File: config.mk
export PLATFORM = sky130hd
export DESIGN_NAME = uart_tx_feeder
export DESIGN_NICKNAME = d
export VERILOG_FILES = /design/src/rtl/uart_tx_feeder.sv
export SDC_FILE = /design/constraint.sdc
export NUM_CORES = 1
export LEC_CHECK = 0
export BUFFER_PORTS_ARGS = -buffer_cell sky130_fd_sc_hd__buf_4
export CAP_MARGIN = 20
export CORE_MARGIN = 2
export CORE_UTILIZATION = 60
export DETAILED_ROUTE_END_ITERATION = 7
export PLACE_DENSITY = 0.78
export SLEW_MARGIN = 20
export SYNTH_ARGS = -nofsm -noshare
export SYNTH_HDL_FRONTEND = slang
export SYNTH_SLANG_ARGS = --single-unit
File: constraint.sdc
create_clock -name clk -period 3 [get_ports clk]
set_input_delay 0.15 -clock clk [delete_from_list [all_inputs] [get_ports clk]]
set_output_delay 0.15 -clock clk [all_outputs]
set_load 0.01 [all_outputs]
File: src/rtl/uart_tx_feeder.sv
// Byte FIFO plus transmit sequencer feeding a UART transmitter one frame at a time.
// Bytes are buffered at full clock rate and released only after the previous frame reports done.
module uart_tx_feeder #(
    parameter int AW = 4
) (
    input  logic          clk,
    input  logic          rst_n,
    input  logic          wr_en,
    input  logic [7:0]    wr_data,
    output logic          full,
    output logic          empty,
    output logic [AW:0]   level,
    output logic          overflow,
    input  logic          ovf_clr,
    output logic [7:0]    tx_data,
    output logic          tx_start,
    input  logic          tx_busy,
    input  logic          tx_done,
    output logic          sending
);

    localparam int DEPTH = 2 ** AW;
    localparam logic [AW:0] LVL_FULL  = (AW + 1)'(DEPTH);
    localparam logic [AW:0] LVL_EMPTY = (AW + 1)'(0);
    localparam logic [AW:0] LVL_ONE   = (AW + 1)'(1);
    localparam logic [AW-1:0] PTR_ONE = AW'(1);

    typedef enum logic [1:0] {
        IDLE      = 2'd0,
        START     = 2'd1,
        WAIT_DONE = 2'd2
    } state_t;

    logic [7:0]    mem_r [DEPTH];
    logic [AW-1:0] wp_r;
    logic [AW-1:0] rp_r;
    logic [AW:0]   level_r;
    logic          full_r;
    logic          empty_r;
    logic          ovf_r;
    logic [7:0]    tx_data_r;
    logic          tx_start_r;
    logic          sending_r;
    state_t        state_r;

    logic          push_s;
    logic          drop_s;
    logic          pop_s;
    logic [AW:0]   level_nxt_s;

    // Push/pop qualification; full is the registered flag, so a pop never frees room the same cycle.
    always_comb begin
        push_s = wr_en & ~full_r;
        drop_s = wr_en & full_r;
        pop_s  = (state_r == IDLE) & ~empty_r & ~tx_busy;
    end

    // Next fill level from the push/pop combination.
    always_comb begin
        level_nxt_s = level_r;
        if (push_s && !pop_s) begin
            level_nxt_s = level_r + LVL_ONE;
        end else if (pop_s && !push_s) begin
            level_nxt_s = level_r - LVL_ONE;
        end else begin
            level_nxt_s = level_r;
        end
    end

    // Storage array; contents survive reset but become unreachable once the pointers clear.
    always_ff @(posedge clk) begin
        if (rst_n && push_s) begin
            mem_r[wp_r] <= wr_data;
        end
    end

    // Pointers, level, status flags and sticky overflow.
    always_ff @(posedge clk) begin
        if (!rst_n) begin
            wp_r    <= '0;
            rp_r    <= '0;
            level_r <= LVL_EMPTY;
            full_r  <= 1'b0;
            empty_r <= 1'b1;
            ovf_r   <= 1'b0;
        end else begin
            if (push_s) begin
                wp_r <= wp_r + PTR_ONE;
            end
            if (pop_s) begin
                rp_r <= rp_r + PTR_ONE;
            end
            level_r <= level_nxt_s;
            full_r  <= (level_nxt_s == LVL_FULL);
            empty_r <= (level_nxt_s == LVL_EMPTY);
            if (drop_s) begin
                ovf_r <= 1'b1;
            end else if (ovf_clr) begin
                ovf_r <= 1'b0;
            end
        end
    end

    // Transmit sequencer; tx_start is registered so it is high exactly while in START.
    always_ff @(posedge clk) begin
        if (!rst_n) begin
            state_r    <= IDLE;
            tx_data_r  <= 8'h00;
            tx_start_r <= 1'b0;
            sending_r  <= 1'b0;
        end else begin
            case (state_r)
                IDLE: begin
                    if (pop_s) begin
                        tx_data_r  <= mem_r[rp_r];
                        tx_start_r <= 1'b1;
                        sending_r  <= 1'b1;
                        state_r    <= START;
                    end else begin
                        tx_start_r <= 1'b0;
                    end
                end
                START: begin
                    tx_start_r <= 1'b0;
                    state_r    <= WAIT_DONE;
                end
                WAIT_DONE: begin
                    tx_start_r <= 1'b0;
                    if (tx_done) begin
                        sending_r <= 1'b0;
                        state_r   <= IDLE;
                    end
                end
                default: begin
                    tx_start_r <= 1'b0;
                    sending_r  <= 1'b0;
                    state_r    <= IDLE;
                end
            endcase
        end
    end

    assign full     = full_r;
    assign empty    = empty_r;
    assign level    = level_r;
    assign overflow = ovf_r;
    assign tx_data  = tx_data_r;
    assign tx_start = tx_start_r;
    assign sending  = sending_r;

endmodule
==> impl_metrics.ini, run 1 <==
[worst_setup_path]
cp.depth = 6
crit_arrival_ps = 2690
crit_chain = buf_4 > mux4_2 > a22oi_1 > a21oi_1 > a21oi_1 > nor2_1
cp-start-kind = flop
critPathTopFamily = compound AO/OA/AOI/OAI gates
worstRegToRegCells = 6
rr_endpoint = tx_data[4]
path_class = flop to flop
cp.required_ps = 3400
cp_max_fo = 13
slowest_delay_ps = 610
critPathCapture = tx_data[4]
end_kind = flop
crit_slowest_cell = dfxtp_2
critPathBufInv = 1
r2r-start = rp_r[0]
path_common_cell = a21oi_1
reg2reg_slack_ps = 720
crit_path_start = rp_r[0]

[power_and_ir_drop]
finalPower_mw = 5.30
seqPwrFrac = 0.471
p_switching_mw = 1.26
power_density_nw_per_um2 = 738
switching_share = 0.237
ir_drop_mv = 0.469
p_leak_nw = 2.39
p_comb_frac = 0.133
intPower_mw = 4.04
pwr-share-clk = 0.397

[floorplanning]
start_util = 0.620
die-area_um2 = 11000
fp-row-count = 36
die_w_um = 105
dieHeight_um = 105
io_pins = 32
coreArea_um2 = 9820

[timing]
period_share = 0.762
slew_violations = 0
tightest_slew_ps = 838
max_slew_margin = 0.439
setup_viol = 0
fmax_mhz = 438
fin_tns_setup_ps = 0
period_needed_ps = 2280
rsz0062_at_grt = false
skew_ps = 7.64
finalHoldViolCount = 0

[layout]
drive_gt1_frac = 0.255
fin_area_um2 = 7180
final_core_util = 0.732
seq_area_um2 = 4410
multiInputGateArea_um2 = 1590
layout.nets = 424
n_antenna_cell = 0
mostFrequentLayoutCell = edfxtp_1
area.growth.synth_to_final_pct = 18.0
nFillCells = 616
final_cell_mix = edfxtp_1, nor2_1, buf_4

[job]
maxCapViolations = 0

[clocking]
cts_max_path_buffers = 2
cts_sinks = 156
cts-buffers-inserted = 17
htree_levels = 4
holdBufCountCts = 12
cts_tree = yes
clk_pin_slew_worst_paths_ps = 60
cts_resized = 0
cts_setup_buffers = 0
worstSkewPairLatency_ps = 520
root_buffer = clkbuf_8

[status]
status = finished clean

[place]
gp_congestion = 0.809
port_buffers = 31
hpwl_um = 7920
placed_area_um2 = 6480

[yosys]
yosysWarningCount = 0
ys_seq_area_frac = 0.724
syn_nets = 372
synth_cell_types = 42
synthCells = 351
syn_area_um2 = 6090
avgSynthCellArea_um2 = 17.3
ys_ff_latch = 156

[global_routing]
grt_antenna_before_repair = 0
first_global_vias = 3471
grt-ovfl-total = 0
grt_pass1_wl_um = 19800
grt_max_degree = 36
grt.total_usage = 0.251

[route]
wl_um = 12700
vias_per_cell = 6.24
drt-initial-drc-count = 322
ant_nets = 0
wl_per_cell_um = 23.1
drc = 0
num_vias = 3427
firstDrtPassIters = 5

[worst_hold_path]
hold_path_class = primary input to flop
whs_path_depth = 5
[worst min-delay path by stage]
stage                    to     from
floorplan             empty    rst_n
global placement      empty    rst_n
detailed placement    empty    rst_n
CTS                 rp_r[1]  tx_busy
global route        rp_r[1]  tx_busy
finish              rp_r[1]  tx_busy
[cells by family (layout without fill, tap and decap cells)]
kind of cell    after synthesis  in the layout  synth area share
simple gates                 76             76            0.0606
xor+xnor                      9              9            0.0129
mux                          33             33             0.120
compound gates               48             48            0.0539
flops                       156            156             0.724
buf+inv                      22             87            0.0146
fa+ha+maj                     7              7            0.0144
[metrics by stage]
step	hold WS, ps	worst slack (ps)	cells
floorplan	230	1100	351
global placement	395	728	505
detailed placement	397	737	505
CTS	82.8	669	549
global route	106	584	549
finish	102	715	549
[power by group through the flow]
stage	registers, mW	clock network [mW]	logic, mW
2_1_floorplan	2.52	0	0.454
3_3_place_gp	2.53	0	0.667
3_5_place_dp	2.54	0	0.684
4_1_cts	2.50	2.12	0.704
5_1_grt	2.50	2.21	0.762
6_report	2.50	2.10	0.703
[synth_stat cells]
library cell,count,area (um2)
a311oi_1,1,8.76
nor2_1,39,146
clkbuf_1,9,33.8
xor2_1,4,35.0
nor3_2,1,10.0
or4_1,1,7.51
xnor2_1,5,43.8
mux2i_1,1,10.0
a22oi_1,16,120
edfxtp_1,128,3840
nand4_1,2,12.5
mux4_2,32,721
nor4_2,1,12.5
a221oi_2,1,15.0
and2_1,3,18.8
a21oi_1,20,100
buf_2,5,25.0
nand2b_1,2,12.5
o2111ai_2,1,15.0
dfxtp_1,28,561
nor4_1,1,6.26
nand3_1,4,20.0
clkinv_1,1,3.75
a32o_1,1,10.0
inv_1,4,15.0
o211a_1,1,10.0
nor3_1,1,5.00
ha_1,7,87.6
nor3b_2,1,12.5
buf_1,3,11.3
nand2_1,11,41.3
and3_1,1,6.26
o21ai_1,1,5.00
and3_4,1,11.3
or3_1,1,6.26
a211oi_1,1,7.51
a32oi_1,1,8.76
a221o_1,1,10.0
nand3b_1,2,15.0
o21ai_0,2,10.0
a21o_1,1,7.51
nor2b_1,4,25.0
[cell type report]
type                            count  area share
Inverter                            5     0.00261
Clock buffer                       21      0.0611
Sequential cell                   156       0.613
Tap cell                          133      0.0232
Clock inverter                     11      0.0199
Timing Repair Buffer               50      0.0582
Multi-Input combinational cell    173       0.222
[worst register-to-register path: cells and delay by family, from the launching register on]
| kind | cells | cell delay, ps |
|---|---|---|
| AOI/OAI and AO/OA | 3 | 620 |
| DFF | 1 | 610 |
| muxes | 1 | 560 |
| buffers and inverters | 1 | 340 |
| and+or+nand+nor | 1 | 60 |
[sequential cells by signal, summed over array words and instances (netlist names)]
register and count:
empty 1, sending 1, wp_r 4, overflow 1, state_r 2, mem_r 128
rp_r 4, full 1, tx_data 8, tx_start 1, level 5
[layer usage]
layer | up-vias | global-route usage | routed length [um]
met4 | 0 | 0.103 | 336
met3 | 28 | 0.0555 | 980
met5 | - | 0 | 0
met1 | 1708 | 0.342 | 5080
met2 | 201 | 0.398 | 6290
li1 | 1490 | - | -
Note: power is estimated with default switching activity, not from simulation.
==> inputs of run 2 (changes only) <==
==> constraint.sdc (replaced) <==
create_clock -name clk -period 2.39 [get_ports clk]
set_input_delay 0.1195 -clock clk [delete_from_list [all_inputs] [get_ports clk]]
set_output_delay 0.1195 -clock clk [all_outputs]
set_load 0.01 [all_outputs]
==> impl_metrics.ini, run 2 (synthesized netlist as in run 1, its figures left out) <==
[timing]
period_share = 0.840
slew_violations = 0
fin_tns_setup_ps = 0
fmax_mhz = 498
finalHoldViolCount = 0
period_needed_ps = 2010
hold_ws_ps = 115
setup_viol = 0
tightest_slew_ps = 772
rsz0062_at_grt = false
skew_ps = 10.2
max_slew_margin = 0.484

[worst_setup_path]
critPathBufInv = 0
cp-start-kind = flop
path_class = flop to flop
reg2reg_slack_ps = 380
crit_slowest_cell = or4_1
critPathTopFamily = simple AND/OR/NAND/NOR gates
end_kind = flop
crit_chain = or4_1 > and3_4 > a221oi_2 > o2111ai_2 > nor3b_2
cp_max_fo = 7
cp.required_ps = 2840
slowest_delay_ps = 680
crit_arrival_ps = 2450

[power_and_ir_drop]
power_density_nw_per_um2 = 894
finalPower_mw = 6.51
ir_drop_mv = 0.609
p_leak_nw = 2.45

[clocking]
cts_max_path_buffers = 2
root_buffer = clkbuf_8
htree_levels = 4
cts_sinks = 156
cts_setup_buffers = 0
worstSkewPairLatency_ps = 520
cts_tree = yes
cts-buffers-inserted = 17
clk_pin_slew_worst_paths_ps = 70

[place]
gp_congestion = 0.830
port_buffers = 31
hpwl_um = 7990
dpl.cell_count = 520

[global_routing]
grt_max_degree = 36
grt.total_usage = 0.253
grt_antenna_before_repair = 0
first_global_vias = 3513
grt-ovfl-total = 0
grt_pass1_wl_um = 20300

[floorplanning]
die_w_um = 105
fp-row-count = 36
start_util = 0.620
coreArea_um2 = 9820
io_pins = 32
dieHeight_um = 105
die-area_um2 = 11000

[layout]
largest_register_ff_count = 128
largest-register = mem_r
layoutNonFillerInstCount = 565
mostFrequentLayoutCell = edfxtp_1
final_cell_mix = edfxtp_1, buf_4, nor2_1
layout.nets = 440
drive_gt1_frac = 0.282
n_antenna_cell = 0
area.growth.synth_to_final_pct = 19.8

[status]
status = finished clean

[route]
drt-initial-drc-count = 316
ant_nets = 0
wl_um = 13000
num_vias = 3482
wl_per_cell_um = 23.1
vias_per_cell = 6.16
drc = 0
firstDrtPassIters = 5

[job]
maxCapViolations = 0

[worst_hold_path]
hold_path_class = primary input to flop
## run 2: stage by stage
step                      area, um2  setup WS [ps]  utilization
final                          7290            383        0.742
after global placement         6610            486        0.673
after CTS                      7290            393        0.742
after global routing           7290            290        0.742
after floorplan                6090            495            -
after detailed placement       6610            406        0.673
## run 2: worst min-delay path: cells and delay by family
family	cells	cell delay [ps]
AND/OR/NAND/NOR	2	140
AO/OA/AOI/OAI	1	70
buffers and inverters	2	250
## run 2: layer usage
metal,track usage,share of wire
met3,0.0568,0.079
met1,0.345,0.40
met4,0.0838,0.020
met5,0,0
met2,0.410,0.50
## run 2: power breakdown
part	switching (mW)	leakage [nW]	internal, mW
registers	0.0831	1.38	3.02
logic	0.472	0.819	0.438
clock network	1.10	0.251	1.40
total	1.65	2.45	4.86
## run 2: final timing paths
path	to	start	depth (start not counted)
max	full	state_r[1]	5
min	rp_r[1]	tx_busy	5
max reg2reg	full	state_r[1]	5
min reg2reg	tx_data[2]	tx_data[2]	2
## run 2: final cells by class
| type | count | area, um2 |
|---|---|---|
| Timing Repair Buffer | 66 | 553 |
| Clock inverter | 14 | 134 |
| Inverter | 5 | 18.8 |
| Multi-Input combinational cell | 173 | 1590 |
| Tap cell | 133 | 166 |
| Fill cell | 556 | 2530 |
| Clock buffer | 18 | 418 |
| Sequential cell | 156 | 4410 |
## run 2: timing repair
action                                 4_1_cts  5_1_grt
endpoints found under the hold margin      134        0
resized for setup                            0        0
hold buffers                                13        0
==> inputs of run 3 (changes only) <==
--- a/config.mk
+++ b/config.mk
@@ -8,9 +8,9 @@
 export BUFFER_PORTS_ARGS = -buffer_cell sky130_fd_sc_hd__buf_4
 export CAP_MARGIN = 20
 export CORE_MARGIN = 2
-export CORE_UTILIZATION = 60
+export CORE_UTILIZATION = 54
 export DETAILED_ROUTE_END_ITERATION = 7
-export PLACE_DENSITY = 0.78
+export PLACE_DENSITY = 0.75
 export SLEW_MARGIN = 20
 export SYNTH_ARGS = -nofsm -noshare
 export SYNTH_HDL_FRONTEND = slang
==> constraint.sdc (replaced) <==
create_clock -name clk -period 1.7 [get_ports clk]
set_input_delay 0.085 -clock clk [delete_from_list [all_inputs] [get_ports clk]]
set_output_delay 0.085 -clock clk [all_outputs]
set_load 0.01 [all_outputs]
==> impl_metrics.ini, run 3 (synthesized netlist as in run 1, its figures left out) <==
[worst_setup_path]
crit_slowest_cell = mux4_2
path_class = flop to flop
cp.required_ps = 2000
cp-start-kind = flop
slowest_delay_ps = 510
end_kind = flop
critPathTopFamily = multiplexers
crit_arrival_ps = 2130
crit_chain = clkbuf_16 > buf_12 > mux4_2 > a22oi_2 > a21oi_2 > a21oi_1 > nor2_1
critPathBufInv = 2
cp_max_fo = 6

[power_and_ir_drop]
p_leak_nw = 2.62
power_density_nw_per_um2 = 1280
intPower_mw = 7.47
p_switching_mw = 2.48
ir_drop_mv = 0.585
seqPwrFrac = 0.438
switching_share = 0.249
pwr-share-clk = 0.390
p_comb_frac = 0.172

[timing]
period_share = 1.07
max_slew_margin = 0.437
tightest_slew_ps = 841
fin_ws_ps = -127
skew_ps = 9.31
finalHoldViolCount = 0
setup_viol = 11
period_needed_ps = 1830
hold_ws_ps = 3.91
slew_violations = 0
fmax_mhz = 547
rsz0062_at_grt = true

[global_routing]
grt-ovfl-total = 0
grt_antenna_before_repair = 0
grt.total_usage = 0.243
grt_pass1_wl_um = 20500
first_global_vias = 3553
grt_max_degree = 26

[route]
ant_nets = 0
wl_per_cell_um = 22.9
vias_per_cell = 5.98
num_vias = 3512
drt-initial-drc-count = 269
wl_um = 13500
firstDrtPassIters = 5
drc = 0

[layout]
seq_area_um2 = 4410
largest-register = mem_r
multiInputGateArea_um2 = 1820
fin_area_um2 = 7760
layout.nets = 455
area.growth.synth_to_final_pct = 27.5
largest_register_ff_count = 128
mostFrequentLayoutCell = edfxtp_1
n_antenna_cell = 0
nFillCells = 652
final_cell_mix = edfxtp_1, buf_4, mux4_2
drive_gt1_frac = 0.427

[worst_hold_path]
hold_path_class = primary input to flop

[clocking]
cts_max_path_buffers = 2
root_buffer = clkbuf_16
worstSkewPairLatency_ps = 430
htree_levels = 4
clk_pin_slew_worst_paths_ps = 70
cts-buffers-inserted = 17
cts_sinks = 156
cts_tree = yes

[floorplanning]
start_util = 0.557
die-area_um2 = 12100
die_w_um = 110
dieHeight_um = 110
io_pins = 32
fp-row-count = 38
coreArea_um2 = 10900

[status]
status = finished with violations
violations = setup timing

[place]
hpwl_um = 8070
gp_congestion = 0.874
placed_area_um2 = 6790
port_buffers = 31

[job]
maxCapViolations = 0
run 3: changes by cell type in the layout (fill, tap and decap cells not counted), moves of 4 or more:
cell / previous run / this run
buf_4: 51 / 61
nor2_2: 0 / 13
a21oi_2: 0 / 10
buf_6: 0 / 4
nor2_4: 0 / 4
clkinvlp_4: 6 / 2
nor2_1: 39 / 22
a21oi_1: 20 / 10
a22oi_1: 16 / 1
inv_6: 5 / 1
a22oi_2: 0 / 15
run 3: power by group through the flow:
stage	Sequential, mW	Clock [mW]	Combinational [mW]
finish	4.36	3.88	1.71
global route	4.37	4.07	1.84
CTS	4.35	3.89	1.62
detailed placement	4.41	0	1.44
global placement	4.41	0	1.40
floorplan	4.45	0	0.852
run 3: final cells by class:
cell class	instances	area share
clock buffers	19	0.0571
clock inverters	13	0.0214
inverters	5	0.00242
multi-input cells	173	0.235
flip-flops and latches	156	0.568
well taps	140	0.0226
repair buffers	81	0.0932
run 3: final timing paths:
kind,to,cells past startpoint,slack (ps),start
hold / removal,mem_r[0][2],1,4,wr_data[2]
setup reg to reg,tx_data[2],7,-130,rp_r[0]
hold reg to reg,tx_data[5],2,510,tx_data[5]
setup / recovery,tx_data[2],7,-130,rp_r[0]
run 3: metrics by stage:
step	util	TNS, ps	setup slack (ps)	power [mW]	instances
floorplan	-	-213	-109	5.30	351
global placement	0.621	-688	-134	5.80	540
detailed placement	0.621	-1070	-158	5.85	540
CTS	0.700	-604	-86.2	9.86	585
global route	0.709	-1510	-171	10.3	587
finish	0.709	-843	-127	9.96	587
run 3: metal layers:
metal,track usage,wire length (um),part of all wire
met2,0.385,6870,0.51
met4,0.0750,163,0.012
met5,0,0,0
met1,0.339,5390,0.40
met3,0.0588,1030,0.076
run 3: worst register-to-register path: stages, from the launching register on:
cell and delay [ps]:
dfxtp_4 440, clkbuf_16 190, buf_12 110, mux4_2 520, a22oi_2 180, a21oi_2 90
a21oi_1 140, nor2_1 50
run 3: timing repair:
item                                   in CTS  in global routing
pin swaps                                   6                 11
gates cloned                                1                  1
setup endpoints to repair                  12                 13
hold buffers                               10                  0
endpoints found under the hold margin     101                  0
resized for setup                          22                 20
setup buffers                               2                  2
